<file path="config.mk">
export PLATFORM = sky130hd
export DESIGN_NAME = lcd_line_writer
export DESIGN_NICKNAME = d
export VERILOG_FILES = /design/src/rtl/lcd_pkg.sv /design/src/rtl/lcd_line_buffer.sv /design/src/rtl/lcd_line_writer.sv
export SDC_FILE = /design/constraint.sdc
export NUM_CORES = 1
export LEC_CHECK = 0
export ABC_AREA = 1
export BUFFER_PORTS_ARGS = -buffer_cell sky130_fd_sc_hd__buf_2
export CAP_MARGIN = 20
export CORE_ASPECT_RATIO = 2
export CORE_MARGIN = 2
export CORE_UTILIZATION = 56
export DETAILED_ROUTE_END_ITERATION = 10
export PLACE_DENSITY = 0.76
export SYNTH_ARGS = -nofsm -noshare
export SYNTH_HDL_FRONTEND = slang
export SYNTH_HIERARCHICAL = 1
export SYNTH_SLANG_ARGS = --single-unit
</file>
<file path="constraint.sdc">
create_clock -name clk -period 2.2 [get_ports clk]
set_input_delay 0.44 -clock clk [delete_from_list [all_inputs] [get_ports clk]]
set_output_delay 0.44 -clock clk [all_outputs]
set_load 0.03 [all_outputs]
</file>
<file path="src/rtl/lcd_pkg.sv">
// Shared types and constants for the LCD line writer: FSM encoding,
// default set-address commands and Avalon register addresses.
package lcd_pkg;

  typedef enum logic [1:0] {
    IDLE = 2'd0,
    CMD  = 2'd1,
    DATA = 2'd2,
    FIN  = 2'd3
  } lcd_state_e;

  localparam logic [7:0] LCD_CMD_LINE0 = 8'h80;
  localparam logic [7:0] LCD_CMD_LINE1 = 8'hC0;
  localparam logic       ADDR_CMD      = 1'b0;
  localparam logic       ADDR_DATA     = 1'b1;
  localparam logic [7:0] LCD_SPACE     = 8'h20;

  // Index width for a buffer of the given depth, never narrower than one bit.
  function automatic int idx_width(input int chars);
    return (chars > 1) ? $clog2(chars) : 1;
  endfunction

endpackage

</file>
<file path="src/rtl/lcd_line_buffer.sv">
// Line buffer: synchronous write port, asynchronous read port; reset fills
// every entry with a space so an unwritten line shows blank.
module lcd_line_buffer
  import lcd_pkg::*;
#(
  parameter int CHARS = 16,
  parameter int IDX_W = 4
) (
  input  logic             clk,
  input  logic             reset,
  input  logic             we_i,
  input  logic [3:0]       waddr_i,
  input  logic [7:0]       wdata_i,
  input  logic [IDX_W-1:0] raddr_i,
  output logic [7:0]       rdata_o
);

  logic [7:0] mem_q [CHARS];
  logic       waddr_ok;

  assign waddr_ok = (int'(waddr_i) < CHARS);

  always_ff @(posedge clk) begin
    if (reset) begin
      for (int i = 0; i < CHARS; i++) begin
        mem_q[i] <= LCD_SPACE;
      end
    end else if (we_i && waddr_ok) begin
      mem_q[waddr_i[IDX_W-1:0]] <= wdata_i;
    end
  end

  assign rdata_o = mem_q[raddr_i];

endmodule

</file>
<file path="src/rtl/lcd_line_writer.sv">
// Pushes one buffered LCD line over Avalon-MM: a set-address command for the
// selected line followed by CHARS data writes, then a one-cycle done pulse.
module lcd_line_writer
  import lcd_pkg::*;
#(
  parameter int         CHARS     = 16,
  parameter logic [7:0] CMD_LINE0 = LCD_CMD_LINE0,
  parameter logic [7:0] CMD_LINE1 = LCD_CMD_LINE1
) (
  input  logic       clk,
  input  logic       reset,
  input  logic       char_we,
  input  logic [3:0] char_addr,
  input  logic [7:0] char_data,
  input  logic       start,
  input  logic       line_sel,
  output logic       busy,
  output logic       done,
  output logic       address,
  output logic       chipselect,
  output logic       write,
  output logic [7:0] writedata,
  input  logic       waitrequest
);

  localparam int               IDX_W    = idx_width(CHARS);
  localparam logic [IDX_W-1:0] LAST_IDX = IDX_W'(CHARS - 1);

  lcd_state_e       state_q, state_d;
  logic [IDX_W-1:0] idx_q, idx_d;
  logic             line_q, line_d;
  logic [7:0]       buf_rdata;
  logic             buf_we;

  // Buffer is frozen while a request is being transferred.
  assign buf_we = char_we & ~busy;

  lcd_line_buffer #(
    .CHARS (CHARS),
    .IDX_W (IDX_W)
  ) u_buf (
    .clk     (clk),
    .reset   (reset),
    .we_i    (buf_we),
    .waddr_i (char_addr),
    .wdata_i (char_data),
    .raddr_i (idx_q),
    .rdata_o (buf_rdata)
  );

  always_ff @(posedge clk) begin
    if (reset) begin
      state_q <= IDLE;
      idx_q   <= '0;
      line_q  <= 1'b0;
    end else begin
      state_q <= state_d;
      idx_q   <= idx_d;
      line_q  <= line_d;
    end
  end

  // Avalon outputs depend only on registered state, so they hold across stalls.
  always_comb begin
    state_d    = state_q;
    idx_d      = idx_q;
    line_d     = line_q;
    busy       = 1'b0;
    done       = 1'b0;
    address    = ADDR_CMD;
    chipselect = 1'b0;
    write      = 1'b0;
    writedata  = 8'h00;
    unique case (state_q)
      IDLE: begin
        if (start) begin
          line_d  = line_sel;
          idx_d   = '0;
          state_d = CMD;
        end
      end
      CMD: begin
        busy       = 1'b1;
        address    = ADDR_CMD;
        chipselect = 1'b1;
        write      = 1'b1;
        writedata  = line_q ? CMD_LINE1 : CMD_LINE0;
        if (!waitrequest) begin
          state_d = DATA;
        end
      end
      DATA: begin
        busy       = 1'b1;
        address    = ADDR_DATA;
        chipselect = 1'b1;
        write      = 1'b1;
        writedata  = buf_rdata;
        if (!waitrequest) begin
          if (idx_q == LAST_IDX) begin
            state_d = FIN;
          end else begin
            idx_d = idx_q + 1'b1;
          end
        end
      end
      FIN: begin
        done    = 1'b1;
        state_d = IDLE;
      end
      default: state_d = IDLE;
    endcase
  end

endmodule

</file>
# Word level (Yosys, flattened, before mapping)
# Memory sizes are Yosys's and may differ from the RTL's. A register that Yosys moved wholly into a read port is not among the register bits.
# Index checks and enable logic that the tools add are counted.
# W data, S select, Z words.
# op_classes
n_reduce_logical	7
eq_ne	9
mux	24
bitwise	2
n_addsub	1
# ops
cell	n
$mux W4	6
$pmux W8 S2	1
$ne A2 B2 Y1 const B	5
$mux W1	9
$mux W2	4
$mux W8	1
$pmux W2 S4	1
$pmux W4 S2	1
$reduce_and A4 Y1	2
$reduce_or A8 Y1	1
$mux W7	1
$add A4 B1 Y4 const B	1
$eq A2 B2 Y1 const B	2
$eq A4 B4 Y1 const B	1
$eq A2 B1 Y1 const B	1
$logic_not A2 Y1	1
$reduce_and A2 Y1	1
$reduce_bool A2 Y1	1
$reduce_or A2 Y1	1
$and A1 B1 Y1	1
$not A1 Y1	1
# word_totals
ramBits	128
output_inout_bits	13
n_memories	1
reg_bits	7
word_cells	47
# memory_table
memory	words	width	read_ports	rd_ports_with_merged_regs	write_ports	line	source
u_buf.mem_q	16	8	1	1	16	lcd_line_buffer.sv:18	logic [7:0] mem_q [CHARS];

# Logic depth before layout (Yosys ltp)
# Gate-level depths: netlist of run 1.
# logic_depth
depth_word	10
depth_mapped	10

# By module
# The synthesis of run 1 kept the hierarchy.
# modules_own_cells
module	seq_area_each_um2	instances	cells_each	area_each_um2
lcd_line_buffer	3843.7	1	721	6246.0
lcd_line_writer	140.1	1	94	623.1

# Worst setup path after synthesis of run 1
# OpenSTA, ideal clock, no wires.
# synth_path
path_type	register -> register
from	reg state_q[0]
to	mem u_buf.mem_q[12][0] (enable)
path_stages_with_launch	8
slack_ns	-0.004
n_path_buf	0
t_required_ns	1.871
setup_ns	0.329
t_arrival_ns	1.875
path_cell_list	dfxtp_1 -> inv_1 -> ha_1 -> nor2_1 -> nand2_1 -> nor3_4 -> nand2_1 -> nand2_1
# synth_lines
element	line	source
start, declared	lcd_line_writer.sv:29	lcd_state_e state_q, state_d;
start signal, assigned	lcd_line_writer.sv:57	state_q <= state_d;
end, declared	lcd_line_buffer.sv:18	

==> results of run 1 <==
==> cells by family (layout without fill, tap and decap cells) <==
group	Yosys count	count (layout)	share of synthesized area, %
AOI/OAI and AO/OA	10	10	0.728
adders and majority gates	7	7	1.27
buffers and inverters	179	253	10.2
DFF	135	135	58.0
other	0	1	0
and+or+nand+nor	484	484	29.8
==> power groups by stage <==
stage	clock (mW)	combinational, mW	sequential [mW]
finish	2.77	2.46	3.02
global route	2.89	2.66	3.03
CTS	2.78	2.34	3.02
detailed placement	0	2.02	3.06
global placement	0	1.99	3.06
floorplan	0	1.45	3.05
==> worst max-delay path: cells and delay by family (launching register included) <==
kind	cells	cell delay [ns]
simple gates	6	0.56
compound gates	1	0.05
flops	1	0.38
buf+inv	3	0.46
==> placed cells by master (no fill, tap or decap) <==
cell	count
a21oi_1	5
a21oi_2	2
buf_12	7
buf_16	4
buf_2	22
buf_4	37
buf_6	7
bufinv_16	2
clkbuf_1	2
clkbuf_16	18
clkinv_1	1
clkinv_2	2
clkinv_4	2
clkinvlp_4	4
dfxtp_1	6
dfxtp_4	1
diode_2	1
edfxtp_1	128
ha_1	7
inv_1	135
inv_2	5
inv_6	4
inv_8	1
nand2_1	202
nand2_2	24
nand2_4	1
nand3_1	84
nand3_2	27
nand3_4	1
nand4_1	4
nor2_1	135
nor2_2	1
nor2_8	1
nor3_1	1
nor3_4	2
o21ai_0	1
o21ai_1	2
or2_1	1
==> worst paths after layout <==
path | from | to | slack (ns) | cells after the start
max | idx_q[0] | writedata[7] | -0.12 | 10
min | reset | line_q | 0.27 | 2
max reg2reg | state_q[1] | u_buf/mem_q[14][6] | 0.14 | 8
min reg2reg | line_q | line_q | 0.47 | 2
==> per-layer routing <==
metal | part of all wire [%] | GRT usage (%) | wire [µm] | vias to the layer above
met5 | 0 | 0 | 0 | -
met4 | 8.4 | 25.2 | 1590 | 0
met3 | 8.8 | 5.79 | 1660 | 99
met2 | 53 | 50.9 | 9960 | 403
met1 | 30 | 29.3 | 5620 | 2666
li1 | - | - | - | 2678
==> stage by stage <==
stage | setup slack, ns | TNS (ns) | power, mW | utilization, %
after floorplan | -0.00420 | -0.267 | 4.50 | -
after global placement | 0.183 | 0 | 5.05 | 61.4
after detailed placement | 0.115 | 0 | 5.09 | 61.4
after CTS | -0.113 | -0.646 | 8.14 | 68.8
after global routing | -0.195 | -1.30 | 8.58 | 69.8
final | -0.118 | -0.784 | 8.26 | 69.8
==> repair_timing <==
action                                  CTS  global route
endpoints found under the setup margin    8           118
pin swaps                                20            15
cloned                                    4             1
endpoints found under the hold margin     0             0
gates resized for setup                  52            31
setup buffers                             2             0
==> layout make-up <==
type	instances	area (µm²)
diodes	1	2.50
repair buffers	78	742
clock buffers	19	433
multi-input cells	501	2370
fillers	881	3640
clock inverters	13	145
well taps	147	184
inverters	143	548
flip-flops and latches	135	3990
==> state kept, by name (all words and copies together), names as in the netlist <==
| signal | count |
|---|---|
| idx_q | 4 |
| u_buf/mem_q | 128 |
| line_q | 1 |
| state_q | 2 |
==> results by group, run 1 <==
Power and ir drop
  – Combinational share of power: between 20% and 30%
  – Sw frac: between 30% and 40%
  – Lkg Pwr: slightly below 4 nW
  – Worst vdd ir: around 840 µV
  – Sequential share of power: 36.6%
  – Pwr/cell area: 981 mW/mm²
  – Switching Power: 2.72 mW
  – Internal: 5.53 mW
  – Clk pwr share: 33.6%

Timing
  – # setup viols final: 8
  – Setup ws final: -0.118 ns
  – Fin. max-slew vios: 0
  – Worst Clk Skew: 0.00741 ns
  – Fin. Hold Viols: 0
  – RSZ-0062 raised after global routing: yes
  – Max Clock Freq: 431 MHz
  – Worst hold slack: roughly 0.27 ns
  – Final worst-path cycle share: 105%
  – Min cycle time layout: 2.32 ns
  – Slew Limit Headroom: between 50% and 60%
  – Worst Max-Slew Pin Slew: 0.653 ns

CTS
  – Clk pin slew, worst setup/hold paths: 0.06 ns
  – Buffer depth of the longest clock path: 2
  – Clock Sinks: 135
  – # hold bufs at CTS: 0
  – CTS tree: built
  – CTS Buf Count: 17
  – Clock tree root buffer cell: clkbuf_16
  – H-Tree Depth: 4
  – Clk_lat worst skew: 0.42 ns

Synth
  – Top cells by count, synth: nand2_1 (226), inv_1 (138), nor2_1 (135)
  – Syn Inst Count: 815
  – Ys async rst share: 0%
  – Post-synthesis register bit count: around 140
  – Post-synth top area share: 56.0%
  – Syn nets: between 800 and 900
  – Count leader, synth: nand2_1
  – Area contributors post-synth: edfxtp_1 (56%), nand2_1 (12%), nand3_1 (7.9%)
  – Netlist cell types: 26
  – EDFF count, synth: 128
  – Post-Syn Area: between 0.006 and 0.007 mm²
  – Syn Area/Cell: 8.43 µm²
  – Count of synthesis-stage warnings from yosys: 6
  – Sequential element share of the synthesized area: 58.0%
  – Top_reg_cell synth: edfxtp_1
  – Area leader, netlist: edfxtp_1

GRT
  – Initial antenna violation count: 0
  – Largest net degree at the start of global routing: 34
  – GRT Overall Usage: 29.8%
  – First-pass GRT wire length: ~28,000 µm
  – Grt ovf: 0
  – Vias in the first global route: 5,778

Route
  – DR vias/cell: 5.64
  – First drt pass iteration count: 6
  – Routed wire length: 18,800 µm
  – DR WL/cell: approximately 18 µm
  – Post-DRT Antenna Nets: 0
  – Initial drt markers: 749
  – Via count: 5,846
  – # DRC: 0

Floorplanning
  – Initial cell density of the core: between 50 and 60%
  – Chip width: 82.3 µm
  – Top-Level Pins: 31
  – Chip height: 161 µm
  – Row cnt: 57
  – Die footprint: 0.0132 mm²
  – Core region area: 0.0121 mm²

Worst setup path
  – Critical Path Source Type: flip-flop
  – Crit-path cells: buf_12, buf_12, nand2_1, nand3_2, nand3_2, nand3_2, nand2_2, a21oi_2, nor2_1, buf_4
  – Worst-path maximum fanout: 8
  – Slowest CP cell: dfxtp_4
  – CP arrival: 1.88 ns
  – Critical Path RT: 1.76 ns
  – Worst Setup End Kind: output pin
  – WS Path Type: flip-flop to output pin
  – CP max stage delay: 0.38 ns
  – Critical path's most frequent cell: nand3_2

Final layout
  – Design area: 0.00842 mm²
  – Non-Filler Instances: between 1,000 and 1,500
  – Nets: 901
  – Layout cells sized above 1: 19.7%
  – Synth-to-layout area growth: 22.5%

Placed design
  – RePlAce Congestion: 0.933
  – IO Port Bufs: 30
  – Post-Place Cells: 997
  – Placed Instance Area: 0.00740 mm²
  – DP Wirelength: 12,300 µm

Run status
  – Failing checks: negative setup slack
  – Outcome: finished, violations left

Min path
  – Hold WC Path Type: input port to flip-flop

Flow run
  – Max-Cap Viols: 0
(Power assumes the default switching activity.)
==> inputs of run 2 (changes only) <==
--- a/config.mk
+++ b/config.mk
@@ -10,9 +10,8 @@
 export CAP_MARGIN = 20
 export CORE_ASPECT_RATIO = 2
 export CORE_MARGIN = 2
-export CORE_UTILIZATION = 56
+export CORE_UTILIZATION = 40
 export DETAILED_ROUTE_END_ITERATION = 10
-export PLACE_DENSITY = 0.76
 export SYNTH_ARGS = -nofsm -noshare
 export SYNTH_HDL_FRONTEND = slang
 export SYNTH_HIERARCHICAL = 1
==> run 2 against run 1 <==
Compared with the run above:
- the flow still finishes with violations (negative setup slack)
- register-to-register slack worse by 0.03 ns
- utilization down 19 points
- sequential cell count unchanged
==> results by group, run 2 (synthesis results as in run 1) <==
Worst setup path
  – Worst R2R Path Depth: 8
  – Crit-path cells: inv_8, buf_12, nand2_1, nand3_2, nand3_2, nand3_1, nand2_1, nand2_1, a21oi_2, buf_6
  – CP max stage delay: 0.45 ns
  – Worst Path Buf+Inv: 3
  – Critical path's most frequent cell: nand2_1
  – Worst Setup End Kind: output pin
  – Top delay family on crit path: simple AND/OR/NAND/NOR gates
  – Critical Path RT: between 1.5 and 2 ns
  – Worst reg2reg startpoint: state_q[1]
  – WS Path Type: flip-flop to output pin
  – Critical Path Source Type: flip-flop
  – Worst-path maximum fanout: 16
  – Reg2reg setup slack: 0.11 ns
  – R2r endpoint: u_buf/mem_q[13][6]
  – CP arrival: 1.98 ns
  – Slowest CP cell: dfxtp_4

CTS
  – Clk pin slew, worst setup/hold paths: roughly 0.050 ns
  – CTS Buf Count: 17
  – Clock tree root buffer cell: clkbuf_16
  – CTS tree: built
  – H-Tree Depth: 4
  – Clk_lat worst skew: ~0.42 ns
  – Buffer depth of the longest clock path: 2
  – Clock Sinks: 135

Placed design
  – Post-Place Cells: about 1,100
  – IO Port Bufs: 30
  – RePlAce Congestion: 0.892
  – DP Wirelength: 13,200 µm
  – Setup WS pre-CTS: 0.0826 ns

Power and ir drop
  – Sw frac: 33.7%
  – Pwr/cell area: a little under 1000 mW/mm²
  – Worst vdd ir: 505 µV
  – Switching Power: 2.80 mW
  – Sequential share of power: 36.3%
  – Combinational share of power: about a third
  – Clk pwr share: 31.6%
  – Lkg Pwr: between 3 and 4 nW
  – Internal: around 5.5 mW

GRT
  – Initial antenna violation count: 0
  – Grt ovf: 0
  – Largest net degree at the start of global routing: 33
  – First-pass GRT wire length: 30,900 µm
  – Vias in the first global route: 5,591
  – GRT Overall Usage: 22.7%

Min path
  – Startpoint of the worst hold path: reset
  – Hold depth: 2
  – Hold path endpoint: idx_q[1]
  – Hold WC Path Type: input port to flip-flop

Floorplanning
  – Row cnt: 67
  – Initial cell density of the core: about 41%
  – Top-Level Pins: 31
  – Die footprint: roughly 0.018 mm²
  – Core region area: ~0.017 mm²
  – Chip height: 189 µm
  – Chip width: 96.7 µm

Timing
  – Worst Max-Slew Pin Slew: 0.705 ns
  – Worst Clk Skew: 0.00462 ns
  – Setup ws final: -0.218 ns
  – # setup viols final: 8
  – RSZ-0062 raised after global routing: yes
  – Max Clock Freq: 414 MHz
  – Setup TNS Final: -1.35 ns
  – Min cycle time layout: 2.42 ns
  – Fin. max-slew vios: 0
  – Fin. Hold Viols: 0
  – Final worst-path cycle share: 110%
  – Slew Limit Headroom: between 50% and 60%

Route
  – DR WL/cell: between 15 and 20 µm
  – Via count: 5,629
  – Post-DRT Antenna Nets: 0
  – Initial drt markers: 440
  – # DRC: 0
  – First drt pass iteration count: 5
  – Routed wire length: 20,600 µm
  – DR vias/cell: 5.12

Final layout
  – Most frequent cells in the layout: nand2_1 (207), inv_1 (137), nor2_1 (135), edfxtp_1 (128), nand3_1 (80)
  – Multi-input gate area: 0.00242 mm²
  – Total inserted antenna cells: 0
  – Synth-to-layout area growth: 24.7%
  – Filler cell count: 1,582
  – Top reg by flops: u_buf/mem_q
  – Layout cells sized above 1: 19.3%
  – Non-Filler Instances: 1,099
  – Most common cell after layout, fill and taps aside: nand2_1
  – Nets: about 910
  – Max reg flops: approximately 130
  – Largest regs: u_buf/mem_q (128), idx_q (4), state_q (2)
  – FF/Latch Area: 0.00399 mm²

Run status
  – Failing checks: negative setup slack
  – Outcome: finished, violations left

Flow run
  – Max-Cap Viols: 0
run 2: cell types whose count changed in the layout (fill, tap and decap cells not counted), moves of 2 or more:
cell / previous run / this run
inv_1: 135 / 137
nand3_1: 84 / 80
buf_6: 7 / 3
nand2_2: 24 / 16
clkinv_4: 2 / 0
buf_4: 37 / 44
nand2_1: 202 / 207
clkinv_1: 1 / 5
inv_6: 4 / 0
nand2_4: 1 / 4
nand3_4: 1 / 4
run 2: cell type report:
cell class,instances,area share [%]
clock inverter,12,1.31
inverter,143,6.36
clock buffer,18,5.01
sequential,135,46.6
multi-input combinational,501,28.2
tap,207,3.02
timing repair buffer,83,9.51
run 2: worst max-delay path by stage:
stage / cells past startpoint / slack (ns) / to / startpoint
after detailed placement: 8 / 0.08 / u_buf/mem_q[5][7] / state_q[1]
after global placement: 8 / 0.09 / u_buf/mem_q[5][0] / state_q[1]
after global routing: 10 / -0.29 / writedata[6] / idx_q[0]
after floorplan: 7 / -0.004 / u_buf/mem_q[12][0] / state_q[0]
final: 10 / -0.22 / writedata[6] / idx_q[0]
after CTS: 10 / -0.16 / writedata[7] / idx_q[0]
run 2: metrics by stage:
| stage | area, µm² | hold WS, ns | total power, mW | utilization [%] |
|---|---|---|---|---|
| 3_3_place_gp | 7500 | 0.460 | 5.20 | 44.7 |
| 5_1_grt | 8560 | 0.262 | 8.64 | 51.1 |
| 4_1_cts | 8400 | 0.253 | 8.20 | 50.1 |
| 3_5_place_dp | 7500 | 0.463 | 5.21 | 44.7 |
| 2_1_floorplan | 6870 | 0.433 | 4.50 | - |
| 6_report | 8560 | 0.263 | 8.32 | 51.1 |
run 2: power by group through the flow:
| stage | clock network (mW) | registers (mW) | logic (mW) |
|---|---|---|---|
| after floorplan | 0 | 3.05 | 1.45 |
| after global placement | 0 | 3.05 | 2.15 |
| after detailed placement | 0 | 3.05 | 2.16 |
| after CTS | 2.66 | 3.01 | 2.53 |
| after global routing | 2.76 | 3.03 | 2.85 |
| final | 2.63 | 3.02 | 2.67 |
run 2: worst register-to-register path, stage by stage, from the launching register on:
cell and delay, ns:
dfxtp_1 0.32, inv_1 0.08, ha_1 0.29, nor2_1 0.11, nand2_1 0.14, buf_4 0.19
nor3_4 0.32, nand2_1 0.15, nand2_2 0.19
run 2: per-layer routing:
metal / GRT usage [%] / vias up / part of all wire (%)
met2: 42.3 / 234 / 55
met1: 22.5 / 2636 / 34
li1: - / 2682 / -
met4: 16.2 / 0 / 7.6
met3: 3.69 / 77 / 4.2
met5: 0 / - / 0
run 2: timing repair:
action / 4_1_cts / 5_1_grt
setup buffers: 1 / 1
setup endpoints to repair: 8 / 104
pin swaps: 4 / 2
hold buffers: 0 / 0
gates resized for setup: 47 / 30
cloned: 6 / 2
==> inputs of run 3 (changes only) <==
--- a/config.mk
+++ b/config.mk
@@ -9,7 +9,6 @@
 export BUFFER_PORTS_ARGS = -buffer_cell sky130_fd_sc_hd__buf_2
 export CAP_MARGIN = 20
 export CORE_ASPECT_RATIO = 2
-export CORE_MARGIN = 2
 export CORE_UTILIZATION = 40
 export DETAILED_ROUTE_END_ITERATION = 10
 export SYNTH_ARGS = -nofsm -noshare
==> run 3 against run 2 <==
Compared with the run above:
- the run still ends with negative setup slack left
- largest power group unchanged
- via count grew 0.94%
- hold slack gained 0.0046 ns
- register-to-register slack is essentially flat
==> results by group, run 3 (synthesis results as in run 1) <==
Power and ir drop
  – Worst vdd ir: 557 µV
  – Lkg Pwr: 4.00 nW
  – Pwr/cell area: 1000 mW/mm²

Timing
  – # setup viols final: 8
  – Fin. max-slew vios: 0
  – Setup ws final: -0.212 ns
  – Worst Clk Skew: 0.00423 ns
  – Slew Limit Headroom: 50.8%
  – Worst Max-Slew Pin Slew: 0.737 ns
  – Max Clock Freq: ~410 MHz
  – Final worst-path cycle share: 110%
  – Min cycle time layout: 2.41 ns
  – RSZ-0062 raised after global routing: yes
  – Fin. Hold Viols: 0

Final layout
  – Total inserted antenna cells: 0
  – Most frequent cells in the layout: nand2_1 (199), inv_1 (138), nor2_1 (135), edfxtp_1 (128), nand3_1 (81)
  – FF/Latch Area: 0.00399 mm²
  – Layout cells sized above 1: 21.4%
  – Most common cell after layout, fill and taps aside: nand2_1
  – Non-Filler Instances: 1,113
  – Max reg flops: 128
  – Largest regs: u_buf/mem_q (128), idx_q (4), state_q (2)
  – Synth-to-layout area growth: 27.9%
  – Nets: 918
  – Multi-input gate area: 0.00241 mm²
  – Filler cell count: 1,534
  – Top reg by flops: u_buf/mem_q

Placed design
  – RePlAce Congestion: 0.903
  – Post-Place Cells: between 1,000 and 1,500
  – Setup WS pre-CTS: 0.0605 ns
  – DP Wirelength: roughly 13,000 µm
  – IO Port Bufs: 30

GRT
  – Vias in the first global route: 5,715
  – GRT Overall Usage: between 20% and 30%
  – Largest net degree at the start of global routing: 33
  – First-pass GRT wire length: around 31,000 µm
  – Grt ovf: 0
  – Initial antenna violation count: 0

Worst setup path
  – WS Path Type: flip-flop to output pin
  – CP max stage delay: 0.44 ns
  – CP arrival: 1.97 ns
  – Crit-path cells: inv_8, buf_12, buf_16, nand2_1, nand3_1, nand3_1, nand3_1, nand2_1, nand2_1, inv_1, buf_6
  – Worst-path maximum fanout: 8
  – Critical Path RT: around 1.8 ns
  – Slowest CP cell: dfxtp_4
  – Critical Path Source Type: flip-flop
  – Worst Setup End Kind: output pin
  – Worst Path Buf+Inv: 5
  – Top delay family on crit path: buffers and inverters

Floorplanning
  – Chip height: 187 µm
  – Chip width: approximately 95 µm
  – Die footprint: 0.0177 mm²
  – Row cnt: 67
  – Core region area: roughly 0.017 mm²
  – Initial cell density of the core: 41.0%
  – Top-Level Pins: 31

Flow run
  – Max-Cap Viols: 0

Route
  – Post-DRT Antenna Nets: 0
  – DR vias/cell: 5.11
  – Routed wire length: 21,100 µm
  – # DRC: 0
  – First drt pass iteration count: 5
  – Initial drt markers: 380
  – Via count: 5,682
  – DR WL/cell: 19.0 µm

CTS
  – CTS Buf Count: 17
  – Clk pin slew, worst setup/hold paths: 0.06 ns
  – CTS tree: built
  – Clock Sinks: 135
  – Clk_lat worst skew: 0.43 ns
  – Clock tree root buffer cell: clkbuf_16
  – Buffer depth of the longest clock path: 2
  – H-Tree Depth: 4

Min path
  – Hold WC Path Type: input port to flip-flop

Run status
  – Failing checks: negative setup slack
  – Outcome: finished, violations left
-- run 3: cell count changes in the layout (fill, tap and decap cells not counted), moves of 2 or more --
cell | before | now
buf_6 | 3 | 11
nand3_4 | 4 | 2
nand2_2 | 16 | 25
nand2_1 | 207 | 199
bufinv_16 | 2 | 4
buf_16 | 5 | 8
-- run 3: final timing paths --
check / slack [ns] / to / start / depth (start not counted)
setup / recovery: -0.21 / writedata[1] / idx_q[0] / 11
hold / removal: 0.27 / line_q / reset / 2
setup reg to reg: 0.11 / u_buf/mem_q[2][0] / state_q[0] / 9
hold reg to reg: 0.46 / line_q / line_q / 2
-- run 3: power breakdown --
part	internal, mW	total, mW	switching (mW)
clock network	1.87	2.94	1.07
registers	2.95	3.02	0.0676
logic	1.11	2.87	1.76
total	5.93	8.83	2.90
-- run 3: final cells by class --
type / count / area share [%]
multi-input cells: 501 / 27.5
repair buffers: 95 / 11.1
well taps: 207 / 2.95
flip-flops and latches: 135 / 45.4
inverters: 143 / 6.19
clock inverters: 15 / 2.11
clock buffers: 17 / 4.84
-- run 3: timing repair --
item | 4_1_cts | 5_1_grt
buffers inserted | 7 | 0
hold buffers | 0 | 0
resized for setup | 73 | 23
pin swaps | 20 | 7
endpoints found under the setup margin | 8 | 80
cloned | 8 | 1
-- run 3: through the flow --
step	setup TNS (ns)	util (%)	hold WS (ns)	area [µm²]	total power, mW
4_1_cts	-1.51	51.8	0.258	8690	8.75
3_5_place_dp	0	44.9	0.456	7530	5.19
3_3_place_gp	0	44.9	0.459	7530	5.19
5_1_grt	-2.21	52.4	0.256	8790	9.21
2_1_floorplan	-0.267	-	0.433	6870	4.50
6_report	-1.50	52.4	0.267	8790	8.83
-- run 3: layer usage --
layer | vias to the layer above | global-route usage (%) | share of wire [%]
met5 | - | 0 | 0
met4 | 0 | 21.4 | 8.1
met3 | 83 | 6.38 | 5.3
met2 | 243 | 45.1 | 54
met1 | 2642 | 23.1 | 33
li1 | 2714 | - | -
